## src/rtl/tick_scheduler.sv

```systemverilog
// Game-tick scheduler: divides the system clock to a base tick, runs one
// programmable period counter per channel, and grants the shared update
// datapath to one due channel at a time in round-robin order. A grant ends
// on the consumer's done handshake or after TO_TICKS base ticks.
module tick_scheduler #(
  parameter int CLK_HZ   = 100_000_000,
  parameter int BASE_HZ  = 1000,
  parameter int N_CH     = 4,
  parameter int PW       = 10,
  parameter int TO_TICKS = 8
) (
  input  logic                    clk,
  input  logic                    rst,
  input  logic                    period_we_i,
  input  logic [$clog2(N_CH)-1:0] period_sel_i,
  input  logic [PW-1:0]           period_val_i,
  input  logic                    pause_i,
  input  logic                    done_i,
  output logic                    base_tick_o,
  output logic [N_CH-1:0]         grant_o,
  output logic                    busy_o,
  output logic [N_CH-1:0]         overrun_o,
  output logic                    timeout_err_o
);

  localparam int DIV = CLK_HZ / BASE_HZ;
  localparam int DW  = $clog2(DIV);
  localparam int TW  = $clog2(TO_TICKS + 1);
  localparam int IW  = $clog2(N_CH);

  typedef enum logic {S_IDLE, S_GRANT} state_t;

  state_t          state_q;
  logic [DW-1:0]   pre_q;
  logic [TW-1:0]   to_q;
  logic [IW-1:0]   rr_q;
  logic [PW-1:0]   period_q [N_CH];
  logic [PW-1:0]   period_d [N_CH];
  logic [PW-1:0]   cnt_q    [N_CH];
  logic [PW-1:0]   cnt_d    [N_CH];
  logic [N_CH-1:0] pending_q, pending_d;
  logic [N_CH-1:0] overrun_q, overrun_d;
  logic [IW-1:0]   pick_idx;
  logic            pick_ok;
  logic            grant_fire;

  // Base tick fires in the last count of each prescaler cycle; pause gates it.
  assign base_tick_o = !pause_i && (pre_q == DW'(DIV - 1));
  assign overrun_o   = overrun_q;
  assign grant_fire  = (state_q == S_IDLE) && pick_ok;

  // Prescaler: free-running 0..DIV-1 counter that holds while paused.
  always_ff @(posedge clk or posedge rst) begin
    if (rst) begin
      pre_q <= '0;
    end else if (!pause_i) begin
      pre_q <= base_tick_o ? '0 : pre_q + DW'(1);
    end
  end

  // Round-robin pick: first pending channel at or after the rr pointer.
  always_comb begin
    // NOTE: combinational blocks use blocking assignments and give every
    // output a default first, so no path leaves a value held (no latch).
    pick_ok  = 1'b0;
    pick_idx = '0;
    for (int j = 0; j < N_CH; j++) begin
      if (!pick_ok && pending_q[IW'((int'(rr_q) + j) % N_CH)]) begin
        pick_ok  = 1'b1;
        pick_idx = IW'((int'(rr_q) + j) % N_CH);
      end
    end
  end

  // Channel next state: period writes beat ticks, and a new due beats the
  // pending clear of a same-cycle grant (without counting as overrun).
  always_comb begin
    period_d  = period_q;
    cnt_d     = cnt_q;
    pending_d = pending_q;
    overrun_d = overrun_q;
    if (grant_fire) pending_d[pick_idx] = 1'b0;
    for (int i = 0; i < N_CH; i++) begin
      if (period_we_i && (period_sel_i == IW'(i))) begin
        period_d[i] = period_val_i;
        cnt_d[i]    = period_val_i;
        if (period_val_i == '0) pending_d[i] = 1'b0;
      end else if (base_tick_o && (period_q[i] != '0)) begin
        if (cnt_q[i] <= PW'(1)) begin
          cnt_d[i] = period_q[i];
          if (pending_q[i] && !(grant_fire && (pick_idx == IW'(i))))
            overrun_d[i] = 1'b1;
          pending_d[i] = 1'b1;
        end else begin
          cnt_d[i] = cnt_q[i] - PW'(1);
        end
      end
    end
  end

  // Channel state registers.
  always_ff @(posedge clk or posedge rst) begin
    if (rst) begin
      // NOTE: these per-channel arrays are a handful of flops, not RAM, so
      // they take the async reset like any other state (channels disabled).
      for (int i = 0; i < N_CH; i++) begin
        period_q[i] <= '0;
        cnt_q[i]    <= '0;
      end
      pending_q <= '0;
      overrun_q <= '0;
    end else begin
      // NOTE: sequential state is updated only with non-blocking assignments.
      period_q  <= period_d;
      cnt_q     <= cnt_d;
      pending_q <= pending_d;
      overrun_q <= overrun_d;
    end
  end

  // Grant FSM with registered grant, busy and timeout pulse.
  always_ff @(posedge clk or posedge rst) begin
    if (rst) begin
      state_q       <= S_IDLE;
      grant_o       <= '0;
      busy_o        <= 1'b0;
      timeout_err_o <= 1'b0;
      rr_q          <= '0;
      to_q          <= '0;
    end else begin
      timeout_err_o <= 1'b0;
      case (state_q)
        S_IDLE: begin
          if (grant_fire) begin
            grant_o <= N_CH'(1) << pick_idx;
            rr_q    <= IW'((int'(pick_idx) + 1) % N_CH);
            busy_o  <= 1'b1;
            to_q    <= '0;
            state_q <= S_GRANT;
          end
        end
        S_GRANT: begin
          if (done_i) begin
            grant_o <= '0;
            busy_o  <= 1'b0;
            state_q <= S_IDLE;
          end else if (base_tick_o) begin
            if (to_q == TW'(TO_TICKS - 1)) begin
              grant_o       <= '0;
              busy_o        <= 1'b0;
              timeout_err_o <= 1'b1;
              state_q       <= S_IDLE;
            end else begin
              to_q <= to_q + TW'(1);
            end
          end
        end
        default: state_q <= S_IDLE;
      endcase
    end
  end

endmodule
```

## config.mk

```make
export PLATFORM = sky130hd
export DESIGN_NAME = tick_scheduler
export DESIGN_NICKNAME = d
export VERILOG_FILES = /design/src/rtl/tick_scheduler.sv
export SDC_FILE = /design/constraint.sdc
export NUM_CORES = 1
export LEC_CHECK = 0
export BUFFER_PORTS_ARGS = -buffer_cell sky130_fd_sc_hd__buf_2
export CAP_MARGIN = 20
export CORE_ASPECT_RATIO = 0.6
export CORE_MARGIN = 1.5
export CORE_UTILIZATION = 47
export CTS_BUF_LIST = sky130_fd_sc_hd__clkbuf_4 sky130_fd_sc_hd__clkbuf_8
export DETAILED_ROUTE_END_ITERATION = 10
export PLACE_DENSITY_LB_ADDON = 0.1
export SLEW_MARGIN = 20
export SYNTH_ARGS = -nofsm -noshare
export SYNTH_HDL_FRONTEND = slang
export SYNTH_SLANG_ARGS = --single-unit
```

## constraint.sdc

```tcl
create_clock -name clk -period 5 [get_ports clk]
set_clock_uncertainty 0.1 [all_clocks]
set_input_delay 0.25 -clock clk [delete_from_list [all_inputs] [get_ports clk]]
set_output_delay 0.25 -clock clk [all_outputs]
set_load 0.05 [all_outputs]
```

==> results.json <==
{
  "first_iter_violations": 528,
  "worst_pin_slew_ps": 945,
  "synthArstFlopShare_pct": 100,
  "io_pins": 28,
  "r2r_cells": 6,
  "cts_resized": 0,
  "start_kind": "register",
  "ys.flop_type": "dfrtp_1",
  "routabilityCongestion": 0.937,
  "timing.hold.ws_ps": 53.1,
  "grt.total_usage_pct": 26.4,
  "cts.clk_slew.worst_paths_ps": 70,
  "peakVddDrop_mv": 0.176,
  "rsz0062_at_grt": "false",
  "cts_tree": "yes",
  "required_ps": 5240,
  "overflow": 0,
  "crit_type": "reg2reg",
  "hold_path_depth": 3,
  "arrival_ps": 2970,
  "grt_pass1_vias": 5384,
  "ant_nets": 0,
  "maxCapViolCount": 0,
  "cts_buffer_depth": 2,
  "post_drt_wl_per_cell_um": 18.7,
  "p_per_area_mw_per_mm2": 388,
  "grt_max_degree": 82,
  "ys_ff_latch": 118,
  "ys_types": 65,
  "antenna_found_initial": 0,
  "num_rows": 33,
  "period_share_pct": 54.6,
  "syn-instance-count": 762,
  "synth.net_count": 793,
  "area_growth_pct": 10.1,
  "ctsRootBufferMaster": "clkbuf_8",
  "synth_edf_count": 0,
  "holdCritPathClass": "in2reg",
  "critPathMaxFanout": 20,
  "die_h_um": 95.1,
  "die_x_um": 157,
  "port_buffers": 27,
  "clkSinkCount": 118,
  "yosysSeqAreaShare_pct": 44.4,
  "drive_gt1_share_pct": 10.1,
  "clk_latency_ps": 430,
  "coreArea_mm2": 0.0137,
  "drc": 0,
  "syn-cell-area_mm2": 0.00665,
  "grt_first_pass_wirelength_um": 29900,
  "status": "finished clean",
  "numCtsBuffers": 17,
  "final_common_cell": "nand2_1",
  "die-area_mm2": 0.0149,
  "h-tree-depth": 4,
  "drt_pass1_iterations": 5,
  "slew_viol_final": 0,
  "routed_wl_um": 18400,
  "final_cell_mix": "nand2_1 (128), dfrtp_1 (118), nor2_1 (50)",
  "avgSynthCellArea_um2": 8.73,
  "via_per_inst": 6.02,
  "setup_violations": 0,
  "hpwl_um": 12900,
  "postCtsSetupRepairBufs": 0,
  "max_slew_margin_pct": 36.5,
  "fmax_mhz": 366,
  "yosysWarnings": 0,
  "hold_viol": 0,
  "p_leak_nw": 3.29,
  "nets": 811,
  "cts-hold-fix-buffers": 2,
  "start_util_pct": 48.4,
  "diodes": 0,
  "routed-via-count": 5919,
  "fin_crit_ps": 2730,
  "r2r_slack_ps": 2270,
  "end_kind": "register",
  "tns_ps": 0
}
==> area by class of cell <==
type                       count  area (um2)
inverter                      41         159
clock buffer                  22         284
sequential                   118        2950
clock inverter                 9        78.8
multi-input combinational    570        3430
timing repair buffer          32         178
fill                        1272        6430
tap                          192         240
==> synthesized netlist by cell type, drive strengths merged (2+ instances only) <==
| cell | n | area [um2] |
|---|---|---|
| o21ai | 59 | 295 |
| a31o | 4 | 35.0 |
| inv | 41 | 154 |
| ha | 14 | 175 |
| a21o | 9 | 67.6 |
| buf | 11 | 50.0 |
| mux2i | 18 | 180 |
| and3 | 9 | 56.3 |
| a211o | 2 | 17.5 |
| clkbuf | 22 | 82.6 |
| o22ai | 3 | 18.8 |
| and2 | 5 | 31.3 |
| or4 | 5 | 41.3 |
| or2 | 8 | 50.1 |
| a21oi | 15 | 75.1 |
| nor2 | 52 | 195 |
| a41o | 2 | 20.0 |
| nand4 | 9 | 56.3 |
| nand3 | 31 | 155 |
| mux2 | 9 | 113 |
| nand2b | 4 | 25.0 |
| a2bb2oi | 2 | 17.5 |
| nor4 | 16 | 100 |
| nor3b | 5 | 37.5 |
| a22o | 5 | 43.8 |
| a31oi | 34 | 213 |
| o211ai | 9 | 67.6 |
| xnor2 | 15 | 131 |
| nand2 | 128 | 480 |
| o31a | 2 | 17.5 |
| nand4b | 3 | 26.3 |
| or3 | 18 | 113 |
| nand4bb | 2 | 22.5 |
| nor2b | 4 | 25.0 |
| o41ai | 4 | 35.0 |
| o21bai | 4 | 30.0 |
| o31ai | 12 | 90.1 |
| nor3 | 21 | 105 |
| xor2 | 11 | 96.3 |
| dfrtp | 118 | 2950 |
==> metal layers <==
metal / vias up / global-route usage [%] / share of wire [%]
met2: 230 / 35.4 / 39
met5: - / 0 / 0
met1: 2900 / 41.0 / 51
li1: 2767 / - / -
met3: 22 / 6.86 / 8.5
met4: 0 / 7.62 / 1.1
==> state kept, by name, indices dropped and copies added, names as in the netlist <==
signal	cells
pre_q	17
overrun_o	4
to_q	4
period_q	40
busy_o	1
grant_o	4
state_q	1
cnt_q	40
pending_q	4
rr_q	2
timeout_err_o	1
==> worst max-delay path, cell delays in order, from the launching register on <==
cell and delay (ps):
dfrtp_1 400, ha_1 210, and3b_1 220, and2_1 670, and3_1 550, nand2_1 240
o31ai_1 230
==> final timing paths <==
kind / start / end
worst max-delay path: pre_q[0]$_DFFE_PP0N_ / overrun_o[2]$_DFFE_PP0P_
worst min-delay path: period_val_i[4] / cnt_q[4]$_DFFE_PP0P_
worst max register to register: pre_q[0]$_DFFE_PP0N_ / overrun_o[2]$_DFFE_PP0P_
worst min register to register: busy_o$_DFFE_PP0P_ / busy_o$_DFFE_PP0P_
max in group asynchronous: rst / period_q[2]$_DFFE_PP0P_
min in group asynchronous: rst / pre_q[2]$_DFFE_PP0N_
==> kinds of logic after synthesis <==
| kind of cell | after synthesis | share of synthesized area, % |
|---|---|---|
| AO/OA/AOI/OAI | 179 | 17.4 |
| XOR/XNOR | 26 | 3.42 |
| adder cells (fa/ha/maj) | 14 | 2.63 |
| buffers and inverters | 74 | 4.31 |
| flip-flops | 118 | 44.4 |
| multiplexers | 27 | 4.40 |
| AND/OR/NAND/NOR | 324 | 23.4 |
==> through the flow <==
| stage | setup slack (ps) | instance area [um2] | cells | power (mW) | utilization, % |
|---|---|---|---|---|---|
| 6_report | 2270 | 7320 | 984 | 2.84 | 53.2 |
| 5_1_grt | 2120 | 7320 | 984 | 3.01 | 53.2 |
| 4_1_cts | 2320 | 7310 | 984 | 2.84 | 53.2 |
| 3_5_place_dp | 2340 | 6930 | 951 | 2.02 | 50.4 |
| 3_3_place_gp | 2460 | 6930 | 951 | 1.99 | 50.4 |
| 2_1_floorplan | 1520 | 6650 | 762 | 1.82 | - |
==> power by group <==
group	total (mW)	switching [mW]	internal [mW]	leakage [nW]
Sequential	1.28	0.181	1.10	1.49
Combinational	0.734	0.433	0.301	1.61
Clock	0.823	0.394	0.429	0.189
Total	2.84	1.01	1.83	3.29
Power figures use the tool's default switching activity.
